===== config.mk =====
export PLATFORM = sky130hd
export DESIGN_NAME = fp8_e4m3_unpack_stream
export DESIGN_NICKNAME = d
export VERILOG_FILES = /design/src/rtl/fp8_pkg.sv /design/src/rtl/fp8_e4m3_unpack.sv /design/src/rtl/fp8_e4m3_unpack_stream.sv
export SDC_FILE = /design/constraint.sdc
export NUM_CORES = 1
export LEC_CHECK = 0
export CORE_MARGIN = 5
export CORE_UTILIZATION = 43
export CTS_BUF_LIST = sky130_fd_sc_hd__clkbuf_4 sky130_fd_sc_hd__clkbuf_8
export CTS_CLUSTER_SIZE = 10
export DETAILED_ROUTE_END_ITERATION = 8
export GPL_ROUTABILITY_DRIVEN = 0
export HOLD_SLACK_MARGIN = 0.15
export PLACE_DENSITY_LB_ADDON = 0.08
export SLEW_MARGIN = 25
export SYNTH_ARGS = -nofsm -noshare
export SYNTH_HDL_FRONTEND = slang
export SYNTH_HIERARCHICAL = 1
export SYNTH_SLANG_ARGS = --single-unit

===== constraint.sdc =====
create_clock -name clk_i -period 3.6 [get_ports clk_i]
set_input_delay 1.08 -clock clk_i [delete_from_list [all_inputs] [get_ports clk_i]]
set_output_delay 1.08 -clock clk_i [all_outputs]
set_load 0.02 [all_outputs]

===== src/rtl/fp8_pkg.sv =====
// -----------------------------------------------------------------------------
// fp8_pkg
// Shared definitions for the E4M3 (1|4|3, bias 7) to IEEE-754 float32 decode
// path: format constants, the float32 quiet-NaN payload, the exponent
// re-bias offset and the decoded-result struct used between the lane decoder
// and the streaming wrapper.
// -----------------------------------------------------------------------------
package fp8_pkg;

   localparam int unsigned E4M3_BIAS  = 7;
   localparam int unsigned E4M3_EXP_W = 4;
   localparam int unsigned E4M3_MAN_W = 3;
   localparam int unsigned F32_BIAS   = 127;

   localparam logic [22:0] F32_QNAN_MAN = 23'h400000;

   // Re-bias from E4M3 to float32: 127 - 7 = 120.
   localparam logic [7:0]  EXP_OFFSET = 8'(F32_BIAS - E4M3_BIAS);

   typedef struct packed {
      logic [31:0] data;
      logic        nan;
      logic        inf;
   } fp8_dec_t;

endpackage


===== src/rtl/fp8_e4m3_unpack.sv =====
// -----------------------------------------------------------------------------
// fp8_e4m3_unpack
// Purely combinational decode of one E4M3 byte into float32 bits plus NaN/Inf
// flags. Every E4M3 value is exactly representable in float32, so no rounding
// is involved; subnormals are renormalized by locating the leading one.
//
// Ports:
//   i_byte  in   8   E4M3 byte {sign, exp[3:0], man[2:0]}
//   o_dec   out  fp8_dec_t  {float32 bits, nan flag, inf flag}
// -----------------------------------------------------------------------------
module fp8_e4m3_unpack
   import fp8_pkg::*;
(
   input  logic [7:0] i_byte,
   output fp8_dec_t   o_dec
);

   logic                  w_sign;
   logic [E4M3_EXP_W-1:0] w_exp;
   logic [E4M3_MAN_W-1:0] w_man;

   assign w_sign = i_byte[7];
   assign w_exp  = i_byte[E4M3_MAN_W +: E4M3_EXP_W];
   assign w_man  = i_byte[0 +: E4M3_MAN_W];

   always_comb begin
      // NOTE: default every output first so no path through the branches can infer a latch.
      o_dec = '0;
      if (w_exp == '1) begin
         if (w_man == '0) begin
            o_dec.data = {w_sign, 8'hFF, 23'h0};
            o_dec.inf  = 1'b1;
         end else begin
            // Quiet NaN with the sign kept; the E4M3 payload is not preserved.
            o_dec.data = {w_sign, 8'hFF, F32_QNAN_MAN};
            o_dec.nan  = 1'b1;
         end
      end else if (w_exp != '0) begin
         o_dec.data = {w_sign, EXP_OFFSET + {4'b0, w_exp}, w_man, 20'b0};
      end else if (w_man == '0) begin
         o_dec.data = {w_sign, 31'b0};
      end else begin
         // Subnormal m * 2^-9: shift the leading one into the hidden bit.
         // The exponent falls by one for every leading zero of m.
         casez (w_man)
            3'b001:  o_dec.data = {w_sign, EXP_OFFSET - 8'd2, 23'b0};
            3'b01?:  o_dec.data = {w_sign, EXP_OFFSET - 8'd1, w_man[0], 22'b0};
            default: o_dec.data = {w_sign, EXP_OFFSET, w_man[1:0], 21'b0};
         endcase
      end
   end

endmodule


===== src/rtl/fp8_e4m3_unpack_stream.sv =====
// -----------------------------------------------------------------------------
// fp8_e4m3_unpack_stream
// Streaming E4M3 -> float32 decoder. Accepts LANES-byte words on a
// valid/ready input, buffers one word and serializes it lane by lane through
// a single lane decoder into a registered valid/ready output, one float32 per
// cycle. The next word is accepted in the same cycle the last lane advances,
// so back-to-back words stream without a bubble. Saturating counters track
// NaN and Inf beats handed off downstream.
//
// Ports:
//   clk_i        in   1            clock
//   rst_ni       in   1            synchronous active-low reset
//   in_data_i    in   8*LANES      packed word, lane k = bits [8k+7:8k]
//   in_last_i    in   1            word is the last of a tile
//   in_valid_i   in   1            input word valid
//   in_ready_o   out  1            input word accepted when valid & ready
//   out_data_o   out  32           float32 bits
//   out_lane_o   out  clog2(LANES) source lane of the current beat
//   out_nan_o    out  1            current beat is NaN
//   out_inf_o    out  1            current beat is +/-Inf
//   out_last_o   out  1            last lane of a word marked last
//   out_valid_o  out  1            output beat valid
//   out_ready_i  in   1            downstream ready
//   clr_cnt_i    in   1            synchronous counter clear
//   nan_cnt_o    out  CNT_W        saturating NaN beat count
//   inf_cnt_o    out  CNT_W        saturating Inf beat count
//
// LANES must be at least 2.
// -----------------------------------------------------------------------------
module fp8_e4m3_unpack_stream
   import fp8_pkg::*;
#(
   parameter int LANES = 4,
   parameter int CNT_W = 16
) (
   input  logic                     clk_i,
   input  logic                     rst_ni,
   input  logic [8*LANES-1:0]       in_data_i,
   input  logic                     in_last_i,
   input  logic                     in_valid_i,
   output logic                     in_ready_o,
   output logic [31:0]              out_data_o,
   output logic [$clog2(LANES)-1:0] out_lane_o,
   output logic                     out_nan_o,
   output logic                     out_inf_o,
   output logic                     out_last_o,
   output logic                     out_valid_o,
   input  logic                     out_ready_i,
   input  logic                     clr_cnt_i,
   output logic [CNT_W-1:0]         nan_cnt_o,
   output logic [CNT_W-1:0]         inf_cnt_o
);

   localparam int            LW        = $clog2(LANES);
   localparam logic [LW-1:0] LAST_LANE = LW'(LANES - 1);

   // Word buffer and drain state
   logic                 r_busy;
   logic [LW-1:0]        r_lane;
   logic [8*LANES-1:0]   r_buf;
   logic                 r_last;

   // Registered output beat
   logic [31:0]          r_out_data;
   logic [LW-1:0]        r_out_lane;
   logic                 r_out_nan;
   logic                 r_out_inf;
   logic                 r_out_last;
   logic                 r_out_valid;

   logic [CNT_W-1:0]     r_nan_cnt;
   logic [CNT_W-1:0]     r_inf_cnt;

   logic                 w_adv;
   logic                 w_at_last;
   logic                 w_in_ready;
   logic                 w_in_fire;
   logic                 w_out_fire;
   logic [7:0]           w_lane_byte;
   fp8_dec_t             w_dec;

   // The output register may take a new beat when it is empty or being
   // drained this cycle. Ready depends only on state and out_ready_i.
   assign w_adv      = r_busy & (~r_out_valid | out_ready_i);
   assign w_at_last  = (r_lane == LAST_LANE);
   assign w_in_ready = rst_ni & (~r_busy | (w_adv & w_at_last));
   assign w_in_fire  = in_valid_i & w_in_ready;
   assign w_out_fire = r_out_valid & out_ready_i;

   assign w_lane_byte = r_buf[{r_lane, 3'b000} +: 8];

   fp8_e4m3_unpack u_unpack (
      .i_byte (w_lane_byte),
      .o_dec  (w_dec)
   );

   // NOTE: the word buffer is pure datapath; it is only read while r_busy is set, so it needs no reset.
   always_ff @(posedge clk_i) begin
      if (w_in_fire) begin
         r_buf <= in_data_i;
      end
   end

   // NOTE: sequential state uses non-blocking assignments and a reset sampled on the clock edge.
   always_ff @(posedge clk_i) begin
      if (!rst_ni) begin
         r_busy      <= 1'b0;
         r_lane      <= '0;
         r_last      <= 1'b0;
         r_out_data  <= '0;
         r_out_lane  <= '0;
         r_out_nan   <= 1'b0;
         r_out_inf   <= 1'b0;
         r_out_last  <= 1'b0;
         r_out_valid <= 1'b0;
      end else begin
         if (w_adv) begin
            r_out_data  <= w_dec.data;
            r_out_nan   <= w_dec.nan;
            r_out_inf   <= w_dec.inf;
            r_out_lane  <= r_lane;
            r_out_last  <= r_last & w_at_last;
            r_out_valid <= 1'b1;
            if (!w_at_last) begin
               r_lane <= r_lane + LW'(1);
            end else begin
               r_busy <= w_in_fire;
            end
         end else if (w_out_fire) begin
            r_out_valid <= 1'b0;
         end
         // A new word can only arrive when idle or on the final lane's
         // advance, so this overrides the lane/busy update above.
         if (w_in_fire) begin
            r_last <= in_last_i;
            r_lane <= '0;
            r_busy <= 1'b1;
         end
      end
   end

   // Debug counters: clear wins over a same-cycle increment; hold at all-ones.
   always_ff @(posedge clk_i) begin
      if (!rst_ni || clr_cnt_i) begin
         r_nan_cnt <= '0;
         r_inf_cnt <= '0;
      end else begin
         if (w_out_fire && r_out_nan && !(&r_nan_cnt)) begin
            r_nan_cnt <= r_nan_cnt + CNT_W'(1);
         end
         if (w_out_fire && r_out_inf && !(&r_inf_cnt)) begin
            r_inf_cnt <= r_inf_cnt + CNT_W'(1);
         end
      end
   end

   assign in_ready_o  = w_in_ready;
   assign out_data_o  = r_out_data;
   assign out_lane_o  = r_out_lane;
   assign out_nan_o   = r_out_nan;
   assign out_inf_o   = r_out_inf;
   assign out_last_o  = r_out_last;
   assign out_valid_o = r_out_valid;
   assign nan_cnt_o   = r_nan_cnt;
   assign inf_cnt_o   = r_inf_cnt;

endmodule


* After elaboration in Yosys (flattened, before gate mapping) *
Cells that the tools add are included.
W data, S select, Z words.

word-level totals
  bits in registers = 106
  bits of input ports = 38
  output and inout bits = 71

operators by class
  multiplexer cells = 13
  equality and inequality tests = 4
  add/sub/neg operators = 4
  shift operators = 1
  reductions and logical operators = 18
  bitwise operators = 12

operator list
  operator                 number
  $mux W31                 2
  $pmux W27 S2             1
  $add A16 B1 Y16 const B  2
  $reduce_and A16 Y1       2
  $shiftx A32 B6 Y8        1
  $mux W30                 1
  $mux W23                 1
  $add A7 B4 Y8 const A    1
  $mux W1                  7
  $and A1 B1 Y1            6
  $reduce_bool A2 Y1       3
  $eq A4 B4 Y1 const B     1
  $logic_and A1 B1 Y1      4
  $not A1 Y1               4
  $reduce_and A2 Y1        2
  $reduce_bool A4 Y1       1
  $eq A3 B1 Y1 const B     1
  $logic_not A1 Y1         3
  $logic_not A3 Y1         1
  $add A2 B1 Y2 const B    1
  $eq A2 B1 Y1 const B     1
  $eq A2 B2 Y1 const B     1
  $mux W2                  1
  $or A1 B1 Y1             2
  2 further kinds          2

* Longest topological paths before layout *
Gate-level depths: netlist of run 1.

  depth in word-level cells = 9
  depth in mapped cells = 8
  gate-level depth less buffers = 6

* Hierarchy *
Netlist of run 1, hierarchy kept.

modules (own cells, without submodules)
  module                  area an instance (um^2)  times used  sequential area each (um^2)  cells each
  fp8_e4m3_unpack_stream  4384.2                   1           2442.3                       429
  fp8_e4m3_unpack         329.1                    1           0.0                          49

* Worst setup path before layout of run 1 *
No wires, ideal clock.

  path kind = input-to-output
  from = input port rst_ni
  to = output port in_ready_o
  data arrival time = 1797 ps
  setup slack = 723 ps
  cell stages on the path = 3
  required time = 2520 ps
  cell sequence = clkbuf_1 clkbuf_1 and2_1

on the way
  longest elaborated chain between the ends = 1

ends and longest elaborated chain
  what           RTL line                      text
  from (decl)    fp8_e4m3_unpack_stream.sv:37  input logic rst_ni,
  $and A1 B1 Y1  fp8_e4m3_unpack_stream.sv:86  assign w_in_ready = rst_ni & (~r_busy | (w_adv & w_at_last));
  to (decl)      fp8_e4m3_unpack_stream.sv:41  output logic in_ready_o,

Every way passes these cells.

* Final worst setup path of run 1 *
  from = input port out_ready_i
  to = output port in_ready_o

on the way
  longest elaborated chain between the ends = 5

ends and longest elaborated chain
  what           RTL line                      text
  from (decl)    fp8_e4m3_unpack_stream.sv:48  input logic out_ready_i,
  $or A1 B1 Y1   fp8_e4m3_unpack_stream.sv:84  assign w_adv = r_busy & (~r_out_valid | out_ready_i);
  $and A1 B1 Y1  fp8_e4m3_unpack_stream.sv:84
  $and A1 B1 Y1  fp8_e4m3_unpack_stream.sv:86
  $or A1 B1 Y1   fp8_e4m3_unpack_stream.sv:86
  $and A1 B1 Y1  fp8_e4m3_unpack_stream.sv:86

Every way passes these cells.

==> results.py, run 1 <==
metrics = {
    "clock_tree": {
        "cts_setup_buffers": 0,
        "cts_buffer_depth": 2,
        "h-tree-depth": 3,
        "numClockSinks": 106,
        "clk_pin_slew_ns": 0.10,
        "cts_hold_buffers": 0,
        "clock_latency_ns": 0.37,
        "cts_root_buf": "clkbuf_8",
        "cts_tree": "built",
        "cts_buffers": 9,
    },
    "pwr": {
        "swShare_pct": 23.5,
        "p_switching_uw": 546,
        "p_int_mw": 1.78,
        "p_per_area_nw_per_um2": 383,
        "leakage_nw": 2.03,
        "power_frac_clock_pct": 34.2,
        "power_mw": 2.33,
        "pwr-share-comb_pct": 10.6,
        "seqPwrFrac_pct": 55.3,
        "ir_drop_v": 0.000193,
    },
    "routing": {
        "viasPerCell": 5.22,
        "finalWirelength_mm": 10.3,
        "drcViolationCount": 0,
        "firstDrtPassIters": 4,
        "ant_nets": 0,
        "vias": 3808,
        "wl_per_cell_um": 14.1,
        "dr.first_iter.drc_count": 294,
    },
    "yosys": {
        "synth.top_cell.area_share_pct": 31.4,
        "yosysTopAreaCell": "dfxtp_1",
        "yosys-top-cells-count": "nand2_1, dfxtp_1, a21boi_0",
        "netlist_area_um2": 4710,
        "synth_flop_cell": "dfxtp_1",
        "synth.area.top_cells": "dfxtp_1, edfxtp_1, nand2_1, a21boi_0, mux4_2",
        "yosysUniqueCellTypes": 50,
        "ys_seq_area_share_pct": 51.8,
        "synthCells": 478,
        "synth_edf_count": 32,
        "async_flop_share_pct": 0,
        "ys_seq_elements": 106,
        "synth_warnings": 6,
        "avgSynthCellArea_um2": 9.86,
        "synth_most_common_cell": "nand2_1",
    },
    "grt": {
        "gr-total-overflow": 0,
        "grt_pass1_wl_mm": 16.9,
        "track_usage_pct": 15.9,
        "grt_pass1_vias": 3608,
        "antenna_found_initial": 0,
        "grt_start_max_net_pins": 46,
    },
    "critical_path": {
        "end_kind": "primary output",
        "critPathMaxStageDelay_ns": 0.48,
        "cp_cell_sequence": "clkdlybuf4s50_1, nor2b_1, o21ai_0, and2_1, dlygate4sd2_1",
        "worst-path-buf-inv": 2,
        "crit_family": "buffers and inverters",
        "critPathLaunchType": "input pin",
        "slowest_stage": "clkdlybuf4s50_1",
        "crit_required_ns": 2.52,
        "cp.arrival_ns": 2.28,
        "critPathKind": "input pin to primary output",
        "crit_path_max_fanout": 2,
    },
    "floorplan": {
        "die_w_um": 115,
        "io_pins": 109,
        "dieArea_um2": 13200,
        "core_um2": 10800,
        "initial_core_util_pct": 43.7,
        "rows": 38,
        "die_height_um": 115,
    },
    "timing": {
        "rsz0062_at_grt": "no",
        "finalSetupViolCount": 0,
        "relSlewSlack_pct": 50.1,
        "holdWs_ns": 0.470,
        "timing.fmax_mhz": 298,
        "clock_skew_ns": 0.0121,
        "drv_slew": 0,
        "hold_viol_final": 0,
        "worst_pin_slew_ns": 0.743,
        "worst_slack_ns": 0.240,
        "fin_crit_ns": 3.36,
        "fin_crit_sh_pct": 93.3,
    },
    "final_layout": {
        "area_growth_syn_to_layout_pct": 29.1,
        "num-fill-cells": 974,
        "diodes": 0,
        "drive_above_1_share_pct": 8.49,
        "fin_util_pct": 56.4,
        "fin_nets": 625,
    },
    "run": {
        "max_cap_viol_count": 0,
    },
    "placement": {
        "hpwl_mm": 7.48,
        "place_ws_ns": -0.0386,
        "port_buffers": 108,
    },
    "min_path": {
        "min_path_type": "register to register",
    },
    "status": {
        "status": "finished clean",
    },
}
repair_timing:
action                                  CTS  global route
endpoints found under the setup margin    1             0
endpoints found under the hold margin     0             0
gates resized for setup                   1             0
tightest hold or removal path, stage by stage, from the launching register on:
cell	delay (ns)
dfxtp_1	0.32
nand2_1	0.05
a21boi_0	0.06
area by class of cell:
type	count	area (um^2)	share of cell area, %
sequential	106	2440	40.1
multi-input combinational	341	2050	33.6
timing repair buffer	123	1190	19.6
tap	140	175	2.88
clock buffer	9	124	2.04
clock inverter	7	92.6	1.52
inverter	3	11.3	0.185
final timing paths:
| kind | to | slack, ns | start | cells past startpoint |
|---|---|---|---|---|
| worst min-delay path | out_data_o[5] | 0.47 | out_data_o[5] | 2 |
| worst min register to register | out_data_o[5] | 0.47 | out_data_o[5] | 2 |
| worst max-delay path | in_ready_o | 0.24 | out_ready_i | 5 |
| worst max register to register | out_data_o[28] | 1.15 | r_lane[0] | 7 |
layer usage:
layer	part of all wire, %	up-vias	GRT usage, %
met4	1.1	0	4.62
met3	6.3	9	4.55
met2	48	87	26.5
li1	-	1923	-
met5	0	-	0
met1	44	1789	20.0
cells by family after synthesis:
family,after synthesis,synth area share [%]
AO/OA/AOI/OAI,109,15.4
multiplexers,8,3.82
buffers and inverters,50,6.29
adder cells (fa/ha/maj),3,0.796
flip-flops,106,51.8
AND/OR/NAND/NOR,200,21.6
XOR/XNOR,1,0.186
other,1,0.0796
cell usage in the layout, fill, tap and decap left out, types with 6 or more instances in the layout:
cell,n
and3_1,6
o21ai_0,18
buf_4,15
clkbuf_8,9
nand3_1,20
dfxtp_1,74
and4_1,6
mux4_2,8
a21boi_0,38
edfxtp_1,32
clkdlybuf4s50_1,107
nor3_1,11
nor2_1,9
o31ai_1,11
nand4_1,12
or4_1,9
or3_1,12
nand2_1,91
conb_1,20
a21oi_1,25
flip-flops by register name, summed over array words and instances, names as in the netlist, 2 cells and up:
signal      count
inf_cnt_o      16
nan_cnt_o      16
out_data_o     32
out_lane_o      2
r_buf          32
r_lane          2
power by group through the flow:
stage | Combinational, mW | Clock (mW) | Sequential (mW)
floorplan | 0.123 | 0 | 1.34
global placement | 0.247 | 0 | 1.31
detailed placement | 0.250 | 0 | 1.32
CTS | 0.250 | 0.824 | 1.29
global route | 0.271 | 0.873 | 1.29
finish | 0.246 | 0.796 | 1.29
stage by stage:
| stage | instances | area (um^2) | setup TNS, ns |
|---|---|---|---|
| 6_report | 729 | 6080 | 0 |
| 5_1_grt | 729 | 6080 | 0 |
| 4_1_cts | 729 | 6080 | 0 |
| 3_5_place_dp | 713 | 5870 | -0.0386 |
| 3_3_place_gp | 713 | 5870 | -0.0394 |
| 2_1_floorplan | 497 | 4780 | 0 |
Note: power is estimated with default switching activity, not from simulation.
==> inputs of run 2 (changes only) <==
MAX_ROUTING_LAYER = met4   (was not set)
RECOVER_POWER = 50   (was not set)
==> results.py, run 2 (synthesis results as in run 1) <==
metrics = {
    "status": {
        "status": "finished clean",
    },
    "timing": {
        "worst_slack_ns": 0.244,
        "relSlewSlack_pct": 34.9,
        "rsz0062_at_grt": "no",
        "clock_skew_ns": 0.0118,
        "finalSetupViolCount": 0,
        "drv_slew": 0,
        "holdWs_ns": 0.468,
        "timing.fmax_mhz": 298,
        "fin_crit_ns": 3.36,
        "fin_crit_sh_pct": 93.2,
        "worst_pin_slew_ns": 0.976,
        "hold_viol_final": 0,
    },
    "clock_tree": {
        "cts_buffers": 9,
        "cts_setup_buffers": 0,
        "cts_root_buf": "clkbuf_8",
        "h-tree-depth": 3,
        "cts_hold_buffers": 0,
        "clock_latency_ns": 0.37,
        "clk_pin_slew_ns": 0.10,
        "numClockSinks": 106,
        "cts_tree": "built",
        "cts_buffer_depth": 2,
    },
    "critical_path": {
        "crit_path_max_fanout": 2,
        "critPathLaunchType": "input pin",
        "critPathMaxStageDelay_ns": 0.47,
        "crit_family": "buffers and inverters",
        "cp_cell_sequence": "clkdlybuf4s50_1, nor2b_1, o21ai_0, and2_1, dlygate4sd2_1",
        "end_kind": "primary output",
        "r2r-end": "out_data_o[28]",
        "cp.arrival_ns": 2.28,
        "reg2reg_slack_ns": 1.14,
        "r2r-start": "r_lane[0]",
        "critPathKind": "input pin to primary output",
        "crit_required_ns": 2.52,
        "worst-path-buf-inv": 2,
        "slowest_stage": "clkdlybuf4s50_1",
        "rr_worst_depth": 7,
    },
    "routing": {
        "finalWirelength_mm": 10.3,
        "drcViolationCount": 0,
        "viasPerCell": 5.20,
        "wl_per_cell_um": 14.1,
        "dr.first_iter.drc_count": 253,
        "ant_nets": 0,
        "vias": 3791,
        "firstDrtPassIters": 4,
    },
    "pwr": {
        "ir_drop_v": 0.000192,
        "leakage_nw": 2.12,
        "power_mw": 2.31,
        "p_per_area_nw_per_um2": 382,
    },
    "final_layout": {
        "multiInputGateArea_um2": 2040,
        "num-fill-cells": 983,
        "seq_area_um2": 2440,
        "drive_above_1_share_pct": 7.30,
        "final_cell_mix": "nand2_1, dfxtp_1, dlygate4sd3_1, a21boi_0, clkdlybuf4s50_1",
        "final_common_cell": "nand2_1",
        "diodes": 0,
        "area_growth_syn_to_layout_pct": 28.4,
        "fin_nets": 625,
    },
    "grt": {
        "gr-total-overflow": 0,
        "grt_pass1_wl_mm": 16.9,
        "grt_start_max_net_pins": 46,
        "grt_pass1_vias": 3609,
        "track_usage_pct": 16.3,
        "antenna_found_initial": 0,
    },
    "min_path": {
        "holdPathEnd": "out_data_o[18]",
        "hold_depth": 2,
        "hold_start": "out_data_o[18]",
        "min_path_type": "register to register",
    },
    "floorplan": {
        "rows": 38,
        "io_pins": 109,
        "die_w_um": 115,
        "core_um2": 10800,
        "die_height_um": 115,
        "initial_core_util_pct": 43.7,
        "dieArea_um2": 13200,
    },
    "placement": {
        "hpwl_mm": 7.48,
        "place_ws_ns": -0.0386,
        "port_buffers": 108,
    },
    "run": {
        "max_cap_viol_count": 0,
    },
}
## run 2: cell types whose count changed in the layout (fill, tap and decap cells not counted), moves of 6 or more
cell,previous run,this run
clkbuf_1,0,6
clkdlybuf4s50_1,107,38
dlygate4sd3_1,0,69
buf_4,15,8
## run 2: how the worst max path moves through the flow
stage                startpoint          to  slack (ns)  depth (start not counted)
finish              out_ready_i  in_ready_o        0.24                          5
global route        out_ready_i  in_ready_o        0.13                          5
CTS                 out_ready_i  in_ready_o        0.23                          5
detailed placement  out_ready_i  in_ready_o       -0.04                          5
global placement    out_ready_i  in_ready_o       -0.04                          5
floorplan                rst_ni  in_ready_o        0.72                          3
## run 2: metal layers
metal	vias to the layer above	global-route usage [%]	share of wire, %
li1	1927	-	-
met1	1776	20.3	46
met2	79	26.5	48
met3	9	4.02	5.2
met4	0	4.62	1.1
met5	-	-	0
## run 2: metrics by stage
| stage | util, % | setup TNS (ns) | instance area (um^2) | instances |
|---|---|---|---|---|
| after floorplan | - | 0 | 4780 | 497 |
| after global placement | 54.4 | -0.0394 | 5870 | 713 |
| after detailed placement | 54.4 | -0.0386 | 5870 | 713 |
| after CTS | 56.4 | 0 | 6080 | 729 |
| after global routing | 56.1 | 0 | 6050 | 729 |
| final | 56.1 | 0 | 6050 | 729 |
## run 2: what timing repair did
item                       in CTS  in global routing
gates resized for setup         1                  0
setup endpoints to repair       1                  0
hold endpoints to repair        0                  0
## run 2: where the power goes
part           internal [mW]  switching [mW]
Clock                  0.391           0.405
Combinational          0.104           0.124
Sequential              1.27          0.0163
## run 2: area by class of cell
| cell class | count | share of cell area [%] |
|---|---|---|
| repair buffers | 123 | 19.3 |
| inverters | 3 | 0.186 |
| clock buffers | 9 | 2.05 |
| flip-flops and latches | 106 | 40.3 |
| clock inverters | 7 | 1.53 |
| multi-input cells | 341 | 33.7 |
| well taps | 140 | 2.89 |
## run 2: worst reg2reg max path: cells and delay by family (launching register included)
family                 cells  cell delay [ns]
AOI/OAI and AO/OA          2             0.23
buffers and inverters      1             0.23
DFF                        1             0.35
muxes                      1             0.59
and+or+nand+nor            3             0.94
